[config.mk]
export PLATFORM = sky130hd
export DESIGN_NAME = controle_vidas
export DESIGN_NICKNAME = d
export VERILOG_FILES = /design/src/rtl/controle_vidas_pkg.sv /design/src/rtl/controle_vidas_divisor_tick.sv /design/src/rtl/controle_vidas.sv
export SDC_FILE = /design/constraint.sdc
export NUM_CORES = 1
export LEC_CHECK = 0
export CORE_ASPECT_RATIO = 0.75
export CORE_MARGIN = 4
export CORE_UTILIZATION = 39
export CTS_CLUSTER_SIZE = 10
export DETAILED_ROUTE_END_ITERATION = 7
export PLACE_DENSITY_LB_ADDON = 0.3
export SETUP_SLACK_MARGIN = 0.1
export SLEW_MARGIN = 20
export SYNTH_ARGS = -nofsm -noshare
export SYNTH_HDL_FRONTEND = slang
export SYNTH_SLANG_ARGS = --single-unit
[constraint.sdc]
create_clock -name CLOCK_50 -period 10.6 [get_ports CLOCK_50]
set_input_delay 1.06 -clock CLOCK_50 [delete_from_list [all_inputs] [get_ports CLOCK_50]]
set_output_delay 1.06 -clock CLOCK_50 [all_outputs]
set_load 0.05 [all_outputs]
[src/rtl/controle_vidas_pkg.sv]
// Shared types and constants for the lives controller of the player ship.
package controle_vidas_pkg;

  typedef enum logic [1:0] {
    JOGANDO      = 2'd0,
    INVULNERAVEL = 2'd1,
    GAME_OVER    = 2'd2
  } estado_vidas_t;

  localparam int TICK_DIV_DEFAULT = 50000;
  localparam int VIDA_W           = 3;

  // Lives minus the hits taken this cycle, clamped at zero.
  function automatic logic [VIDA_W-1:0] sat0_sub(input logic [VIDA_W-1:0] vidas,
                                                 input int                soma);
    int resto;
    resto = int'(vidas) - soma;
    if (resto <= 0) begin
      return '0;
    end else begin
      return VIDA_W'(resto);
    end
  endfunction

endpackage

[src/rtl/controle_vidas_divisor_tick.sv]
// Free-running 1 ms tick generator: one-cycle tick every TICK_DIV enabled cycles.
module divisor_tick
  import controle_vidas_pkg::*;
#(
  parameter int TICK_DIV = TICK_DIV_DEFAULT
) (
  input  logic CLOCK_50,
  input  logic reset,
  input  logic enable,
  input  logic clear,
  output logic tick
);

  localparam int               CNT_W  = (TICK_DIV > 1) ? $clog2(TICK_DIV) : 1;
  localparam logic [CNT_W-1:0] ULTIMO = CNT_W'(TICK_DIV - 1);

  logic [CNT_W-1:0] cnt_q;

  // Phase counter; frozen while disabled, back to phase 0 on clear.
  always_ff @(posedge CLOCK_50 or posedge reset) begin
    if (reset) begin
      cnt_q <= '0;
    end else if (clear) begin
      cnt_q <= '0;
    end else if (enable) begin
      if (cnt_q == ULTIMO) begin
        cnt_q <= '0;
      end else begin
        cnt_q <= cnt_q + CNT_W'(1);
      end
    end
  end

  // Decoded from the counter so a pause never swallows a pending tick.
  assign tick = enable && !clear && (cnt_q == ULTIMO);

endmodule

[src/rtl/controle_vidas.sv]
// Lives tracker fed by the enemy bullets' hit counters.
// CONTROLE_VIDAS_INVULN_EN enables the post-hit invulnerability/blink window.
module controle_vidas
  import controle_vidas_pkg::*;
#(
  parameter int N_BOLAS        = 4,
  parameter int VIDAS_INICIAIS = 3,
  parameter int TICK_DIV       = TICK_DIV_DEFAULT,
  parameter int INVULN_MS      = 2000,
  parameter int PISCA_MS       = 125
) (
  input  logic                 CLOCK_50,
  input  logic                 reset,
  input  logic                 pausa,
  input  logic                 reiniciarJogo,
  input  logic [2*N_BOLAS-1:0] n_batidas,
  output logic [VIDA_W-1:0]    vidas,
  output logic                 game_over,
  output logic                 nave_visivel,
  output logic                 hit_pulse
);

  localparam int SOMA_W = $clog2(3 * N_BOLAS + 1);

  logic [2*N_BOLAS-1:0] prev_q;
  logic [1:0]           delta_s [N_BOLAS];
  logic [SOMA_W-1:0]    soma_s;
  logic [VIDA_W-1:0]    vidas_q, vidas_d;
  estado_vidas_t        estado_q;
  logic                 game_over_q, nave_visivel_q, hit_pulse_q;

`ifdef CONTROLE_VIDAS_INVULN_EN
  localparam int TIMER_W = $clog2(INVULN_MS + 1);
  localparam int PISCA_W = (PISCA_MS > 1) ? $clog2(PISCA_MS + 1) : 1;

  logic [TIMER_W-1:0] timer_q;
  logic [PISCA_W-1:0] pisca_q;
  logic               tick_s;

  divisor_tick #(.TICK_DIV(TICK_DIV)) u_divisor_tick (
    .CLOCK_50 (CLOCK_50),
    .reset    (reset),
    .enable   (!pausa),
    .clear    (reiniciarJogo),
    .tick     (tick_s)
  );
`else
  logic unused_cfg_s;
  assign unused_cfg_s = ^{32'(INVULN_MS), 32'(PISCA_MS), 32'(TICK_DIV)};
`endif

  // Per-bullet hit deltas in 2-bit modular arithmetic, so 3->0 counts as one hit.
  always_comb begin
    soma_s = '0;
    for (int i = 0; i < N_BOLAS; i++) begin
      delta_s[i] = n_batidas[2*i +: 2] - prev_q[2*i +: 2];
      soma_s     = soma_s + SOMA_W'(delta_s[i]);
    end
    vidas_d = sat0_sub(vidas_q, int'(soma_s));
  end

  // Lives FSM; prev_q always follows the counters so absorbed hits never come back.
  always_ff @(posedge CLOCK_50 or posedge reset) begin
    if (reset) begin
      prev_q         <= '0;
      vidas_q        <= VIDA_W'(VIDAS_INICIAIS);
      estado_q       <= JOGANDO;
      game_over_q    <= 1'b0;
      nave_visivel_q <= 1'b1;
      hit_pulse_q    <= 1'b0;
`ifdef CONTROLE_VIDAS_INVULN_EN
      timer_q        <= '0;
      pisca_q        <= '0;
`endif
    end else if (reiniciarJogo) begin
      prev_q         <= n_batidas;
      vidas_q        <= VIDA_W'(VIDAS_INICIAIS);
      estado_q       <= JOGANDO;
      game_over_q    <= 1'b0;
      nave_visivel_q <= 1'b1;
      hit_pulse_q    <= 1'b0;
`ifdef CONTROLE_VIDAS_INVULN_EN
      timer_q        <= '0;
      pisca_q        <= '0;
`endif
    end else begin
      prev_q      <= n_batidas;
      hit_pulse_q <= 1'b0;
      if (!pausa) begin
        case (estado_q)
          JOGANDO: begin
            if (soma_s != '0) begin
              vidas_q     <= vidas_d;
              hit_pulse_q <= 1'b1;
              if (vidas_d == '0) begin
                estado_q       <= GAME_OVER;
                game_over_q    <= 1'b1;
                nave_visivel_q <= 1'b0;
              end
`ifdef CONTROLE_VIDAS_INVULN_EN
              else begin
                estado_q       <= INVULNERAVEL;
                timer_q        <= TIMER_W'(INVULN_MS);
                pisca_q        <= '0;
                nave_visivel_q <= 1'b0;
              end
`endif
            end
          end
`ifdef CONTROLE_VIDAS_INVULN_EN
          INVULNERAVEL: begin
            if (tick_s) begin
              if (timer_q <= TIMER_W'(1)) begin
                estado_q       <= JOGANDO;
                timer_q        <= '0;
                pisca_q        <= '0;
                nave_visivel_q <= 1'b1;
              end else begin
                timer_q <= timer_q - TIMER_W'(1);
                if (pisca_q == PISCA_W'(PISCA_MS - 1)) begin
                  pisca_q        <= '0;
                  nave_visivel_q <= !nave_visivel_q;
                end else begin
                  pisca_q <= pisca_q + PISCA_W'(1);
                end
              end
            end
          end
`endif
          GAME_OVER: begin
            game_over_q    <= 1'b1;
            nave_visivel_q <= 1'b0;
          end
          default: begin
            estado_q       <= JOGANDO;
            nave_visivel_q <= 1'b1;
          end
        endcase
      end
    end
  end

  assign vidas        = vidas_q;
  assign game_over    = game_over_q;
  assign nave_visivel = nave_visivel_q;
  assign hit_pulse    = hit_pulse_q;

endmodule

# [Word level (Yosys, flattened, before mapping)]
# Cells that the tools add are included.
[totals] input_bits=12 out_inout_bits=6 elab_cells=54 register_bits=16
[op_classes] mux=24 eq_ne=5 addsub=8 n_reduce_logical=10 magnitude_cmp=1
[op_table] cell="2-to-1 mux 3 bit" count=5
[op_table] cell="2-to-1 mux 1 bit" count=12
[op_table] cell="2-to-1 mux 2 bit" count=4
[op_table] cell="AND reduction 4 bit" count=2
[op_table] cell="subtractor 2 bit" count=4
[op_table] cell="inequality test 3 bit, second input constant" count=2
[op_table] cell="AND reduction 3 bit" count=2
[op_table] cell="less-or-equal comparator 5 x 1 -> 1 bit, second input constant" count=1
[op_table] cell="subtractor 3 x 4 -> 5 bit" count=1
[op_table] cell="adder 3 x 2 -> 4 bit" count=1
[op_table] cell="adder 4 x 2 -> 4 bit" count=1
[op_table] cell="one-hot mux 1 bit (2 select lines)" count=2
[op_table] cell="one-hot mux 2 bit (2 select lines)" count=1
[op_table] cell="nonzero test 2 bit" count=2
[op_table] cell="nonzero test 4 bit" count=1
[op_table] cell="adder 2 x 2 -> 3 bit" count=1
[op_table] cell="zero test 3 bit" count=1
[op_table] cell="nonzero test 3 bit" count=1
[op_table] cell="equality test 2 bit, second input constant" count=1
[op_table] cell="zero test 2 bit" count=1
[op_table] cell="inequality test 2 x 1 -> 1 bit, second input constant" count=1
[op_table] cell="inequality test 2 bit, second input constant" count=1

# [Depth between registers and ports, before layout]
[depth] word_depth=13 ltp_mapped=14 depth_no_buf=14

# [Worst setup path before layout]
# Ideal clock, no wire load.
[synth_timing] path_type="input -> register" start="in n_batidas[4]" end="reg vidas_q[2], in the netlist vidas[2]" arrival_time_ns=4.294 t_required_ns=10.523 setup_time_ns=0.077 stages=14 path_slack_ns=6.229 n_path_buf=0 path_cell_list="inv_1 > ha_1 > xor2_1 > xnor2_1 > fa_1 > inv_1 > fa_1 > ha_1 > inv_1 > fa_1 > ha_1 > xor2_1 > or4b_1 > a21oi_1"
[synth_between] elab_chain_cells=10 elab_cells_between_ends=13 classes_between="4 x add/sub; 1 x order compare; 5 x mux; 3 x reduce/logical"
[synth_rtl] item="start: declaration" line="controle_vidas.sv:16" text="input logic [2*N_BOLAS-1:0] n_batidas,"
[synth_rtl] item="subtractor 2 bit *" line="controle_vidas.sv:56" text="delta_s[i] = n_batidas[2*i +: 2] - prev_q[2*i +: 2];"
[synth_rtl] item="adder 3 x 2 -> 4 bit *" line="controle_vidas.sv:57" text="soma_s = soma_s + SOMA_W'(delta_s[i]);"
[synth_rtl] item="adder 4 x 2 -> 4 bit *" line="controle_vidas.sv:57"
[synth_rtl] item="subtractor 3 x 4 -> 5 bit" line="controle_vidas_pkg.sv:17" text="resto = int'(vidas) - soma;"
[synth_rtl] item="less-or-equal comparator 5 x 1 -> 1 bit" line="controle_vidas_pkg.sv:18" text="if (resto <= 0) begin"
[synth_rtl] item="2-to-1 mux 3 bit" line="controle_vidas_pkg.sv:18"
[synth_rtl] item="2-to-1 mux 3 bit" line="controle_vidas.sv:92" text="if (soma_s != '0) begin"
[synth_rtl] item="2-to-1 mux 3 bit" line="controle_vidas.sv:90" text="case (estado_q)"
[synth_rtl] item="2-to-1 mux 3 bit" line="controle_vidas.sv:89" text="if (!pausa) begin"
[synth_rtl] item="2-to-1 mux 3 bit" line="controle_vidas.sv:75" text="end else if (reiniciarJogo) begin"
[synth_rtl] item="end signal: assignment" line="controle_vidas.sv:66" text="vidas_q <= VIDA_W'(VIDAS_INICIAIS);"
[synth_rtl] item="end signal: assignment" line="controle_vidas.sv:77" text="vidas_q <= VIDA_W'(VIDAS_INICIAIS);"
[synth_rtl] item="end signal: assignment" line="controle_vidas.sv:93" text="vidas_q <= vidas_d;"
[synth_rtl] item="end: declaration" line="controle_vidas.sv:28" text="logic [VIDA_W-1:0] vidas_q, vidas_d;"
# Mark *: on every way between the ends. The rest lies on a longest branch, timed or not. The select of a mux whose other input is x is not followed.
# A chain may end at the register's enable or synchronous reset.

# [Worst setup path in the final report]
# Ends and elaborated chain as after synthesis.

==> impl_metrics.toml <==
[floorplan]
initial_core_util = 0.4231
floorplan.die.width_um = 62.68
die_span_y_um = 49.01
floorplan.rows = 14
fp.coreArea_um2 = 2067
floorplan.io_pins = 18
die-area_um2 = 3072

[clock_tree]
tritoncts = "done"
cts.htree.levels = 1
clock-sinks = 15
ctsRootBufferMaster = "sky130_fd_sc_hd__clkbuf_4"
clk-insertion-delay-late_ps = 290
max_root_sink_buffers = 2
hold_buf_cts = 0
numCtsBuffers = 3
cts.clk_slew.worst_paths_ps = 90
cts.repair_timing.setup_buffer_count = 0
cts-resized-gates = 0

[route]
routed_wl_um = 1576
dr.pass1.iters = 4
dr_total_vias = 614
route.antenna.remaining_nets = 0
post_drt_wl_per_cell_um = 13.02
detail_route.drc_violations = 0
avgViaCountPerCell = 5.074
number_of_design_rule_violations_left_by_the_first_detailed_router_iteration = 5

[critical_path]
critical_path.startpoint_type = "primary input"
timing.reg2reg.worst_path_depth = 13
path_max_fanout = 2
worstPathRequired_ps = 10820
endpoint_kind = "register"
worst-endpoint-arrival_ps = 4940
critical_path_class = "in2reg"

[finish]
layout.nets = 123
area.growth.synth_to_final_pct = 25.89
ant_cells = 0
final_core_util = 0.5327
fraction_of_final_layout_cells_sized_beyond_drive_strength_1 = 0.07216
fill_cells = 196
postLayoutCellArea_um2 = 1101

[logic_synthesis]
syn-cell-area_um2 = 874.6
synth.yosys.seq_area_share = 0.4335
postSynthRegisterBits = 15
synth_nets = 101
average_cell_area_after_synthesis_um2 = 11.51
synth-warning-count = 0
ys_types = 24
syn_inst = 76

[pwr]
power.leakage_nw = 0.5159
power_consumption_uw = 255.8
power_density_nw_per_um2 = 232.3
peakVddDrop_mv = 0.1119

[global_route]
grt_max_degree = 16
grt_antenna_before_repair = 0
via_count_of_the_first_global_routing_pass = 660
grt-ovfl-total = 0
wire_length_of_the_first_global_routing_pass_um = 2877
gr-usage-all-layers = 0.1221

[timing]
drv_slew = 0
slew_headroom = 0.6053
rsz0062_at_grt = "no"
fin_tns_setup_ps = 0
fmax_mhz = 211.8
clock-skew-final_ps = 4.429
report.final.hold_viol_count = 0
final.min_clock_period_ps = 4720
min_period_over_period = 0.4453
setup_violations_final = 0
worstMarginPinSlew_ps = 591.4

[status]
status = "finished, final reports clean"

[placement]
dpl-instance-area_um2 = 1075
place.port_buffers = 17
hpwlAfterDp_um = 1268
routabilityCongestion = 0.7306

[flow_run]
maxCapViolations = 0

[min_path]
timing.hold.worst_path_depth = 2
hold_class = "reg2reg"
[metrics by stage]
step,std cells,hold WS (ps),worst slack [ps]
final,121,496.0,5880
after global routing,121,516.9,5686
after CTS,121,497.5,5859
after detailed placement,117,478.8,5587
after global placement,117,471.3,5636
after floorplan,76,461.7,6229
[power by group]
part / internal (mW) / total, mW / switching, mW / leakage, nW
registers: 0.0712 / 0.0779 / 0.00676 / 0.177
logic: 0.0623 / 0.144 / 0.0817 / 0.324
clock network: 0.0146 / 0.0339 / 0.0192 / 0.0150
total: 0.148 / 0.256 / 0.108 / 0.516
[synthesized netlist by cell type]
library cell	count	area, um^2
sky130_fd_sc_hd__a21o_1	1	7.510
sky130_fd_sc_hd__a21oi_1	1	5.000
sky130_fd_sc_hd__a2bb2oi_1	1	8.760
sky130_fd_sc_hd__and4bb_4	1	16.27
sky130_fd_sc_hd__dfrtp_1	12	300.3
sky130_fd_sc_hd__dfstp_2	3	78.83
sky130_fd_sc_hd__fa_1	5	100.1
sky130_fd_sc_hd__ha_1	8	100.1
sky130_fd_sc_hd__inv_1	16	60.06
sky130_fd_sc_hd__nand2_1	2	7.510
sky130_fd_sc_hd__nand3_1	2	10.01
sky130_fd_sc_hd__nor2_1	1	3.750
sky130_fd_sc_hd__nor2b_1	1	6.260
sky130_fd_sc_hd__o211ai_1	2	15.01
sky130_fd_sc_hd__o21ai_0	3	15.01
sky130_fd_sc_hd__o22ai_1	1	6.260
sky130_fd_sc_hd__o2bb2ai_1	1	8.760
sky130_fd_sc_hd__o311a_1	1	10.01
sky130_fd_sc_hd__or2_1	2	12.51
sky130_fd_sc_hd__or2b_1	1	7.510
sky130_fd_sc_hd__or3_1	1	6.260
sky130_fd_sc_hd__or4b_1	1	10.01
sky130_fd_sc_hd__xnor2_1	5	43.79
sky130_fd_sc_hd__xor2_1	4	35.03
[registers in the layout, indices dropped and copies added, names as in the netlist]
| register | flops |
|---|---|
| game_over | 1 |
| estado_q | 1 |
| prev_q | 8 |
| nave_visivel | 1 |
| vidas | 3 |
| hit_pulse | 1 |
[routing by layer]
metal / vias to the layer above / GRT usage / part of all wire
met3: 4 / 0.06912 / 0.071
met5: - / 0 / 0
met4: 0 / 0.05128 / 0.020
met2: 17 / 0.1823 / 0.46
li1: 289 / - / -
met1: 304 / 0.1439 / 0.45
[final cells by class]
cell class | instances | area [um^2] | area share
well taps | 24 | 30.03 | 0.02727
inverters | 16 | 60.06 | 0.05455
multi-input cells | 45 | 435.4 | 0.3955
flip-flops and latches | 15 | 379.1 | 0.3443
repair buffers | 17 | 170.2 | 0.1545
clock buffers | 4 | 26.28 | 0.02386
[cells in the final DEF, fill, tap and decap left out, types with 2 or more instances in the layout]
master                            instances
sky130_fd_sc_hd__clkbuf_4                 3
sky130_fd_sc_hd__ha_1                     8
sky130_fd_sc_hd__xnor2_1                  5
sky130_fd_sc_hd__dfstp_2                  3
sky130_fd_sc_hd__clkdlybuf4s50_1         17
sky130_fd_sc_hd__inv_1                   16
sky130_fd_sc_hd__o211ai_1                 2
sky130_fd_sc_hd__xor2_1                   4
sky130_fd_sc_hd__nand2_1                  2
sky130_fd_sc_hd__nand3_1                  2
sky130_fd_sc_hd__o21ai_0                  3
sky130_fd_sc_hd__or2_1                    2
sky130_fd_sc_hd__dfrtp_1                 12
sky130_fd_sc_hd__fa_1                     5
[cell families after synthesis]
kind of cell               count (synthesis)  share of synthesized area
buffers and inverters                     16                    0.06867
xor gates and xnor gates                   9                    0.09012
adders and majority gates                 13                     0.2289
and+or+nand+nor                           12                    0.09157
DFF                                       15                     0.4335
AOI/OAI and AO/OA                         11                    0.08726
[final timing paths]
kind,start,to,slack [ps]
max,n_batidas[4],vidas[2],5880
min,nave_visivel,nave_visivel,500
max reg2reg,prev_q[4],vidas[2],6800
min reg2reg,nave_visivel,nave_visivel,500
max in group asynchronous,reset,game_over,9090
min in group asynchronous,reset,prev_q[6],1130
[critical path, stage by stage]
cell                              delay, ps
sky130_fd_sc_hd__clkdlybuf4s50_1        470
sky130_fd_sc_hd__inv_1                   50
sky130_fd_sc_hd__ha_1                   200
sky130_fd_sc_hd__xor2_1                 150
sky130_fd_sc_hd__xnor2_1                150
sky130_fd_sc_hd__fa_1                   510
sky130_fd_sc_hd__inv_1                   60
sky130_fd_sc_hd__fa_1                   530
sky130_fd_sc_hd__ha_1                   140
sky130_fd_sc_hd__inv_1                   40
sky130_fd_sc_hd__fa_1                   480
sky130_fd_sc_hd__ha_1                   320
sky130_fd_sc_hd__xor2_1                 180
sky130_fd_sc_hd__or4b_1                 450
sky130_fd_sc_hd__a21oi_1                150
(Power assumes the default switching activity.)
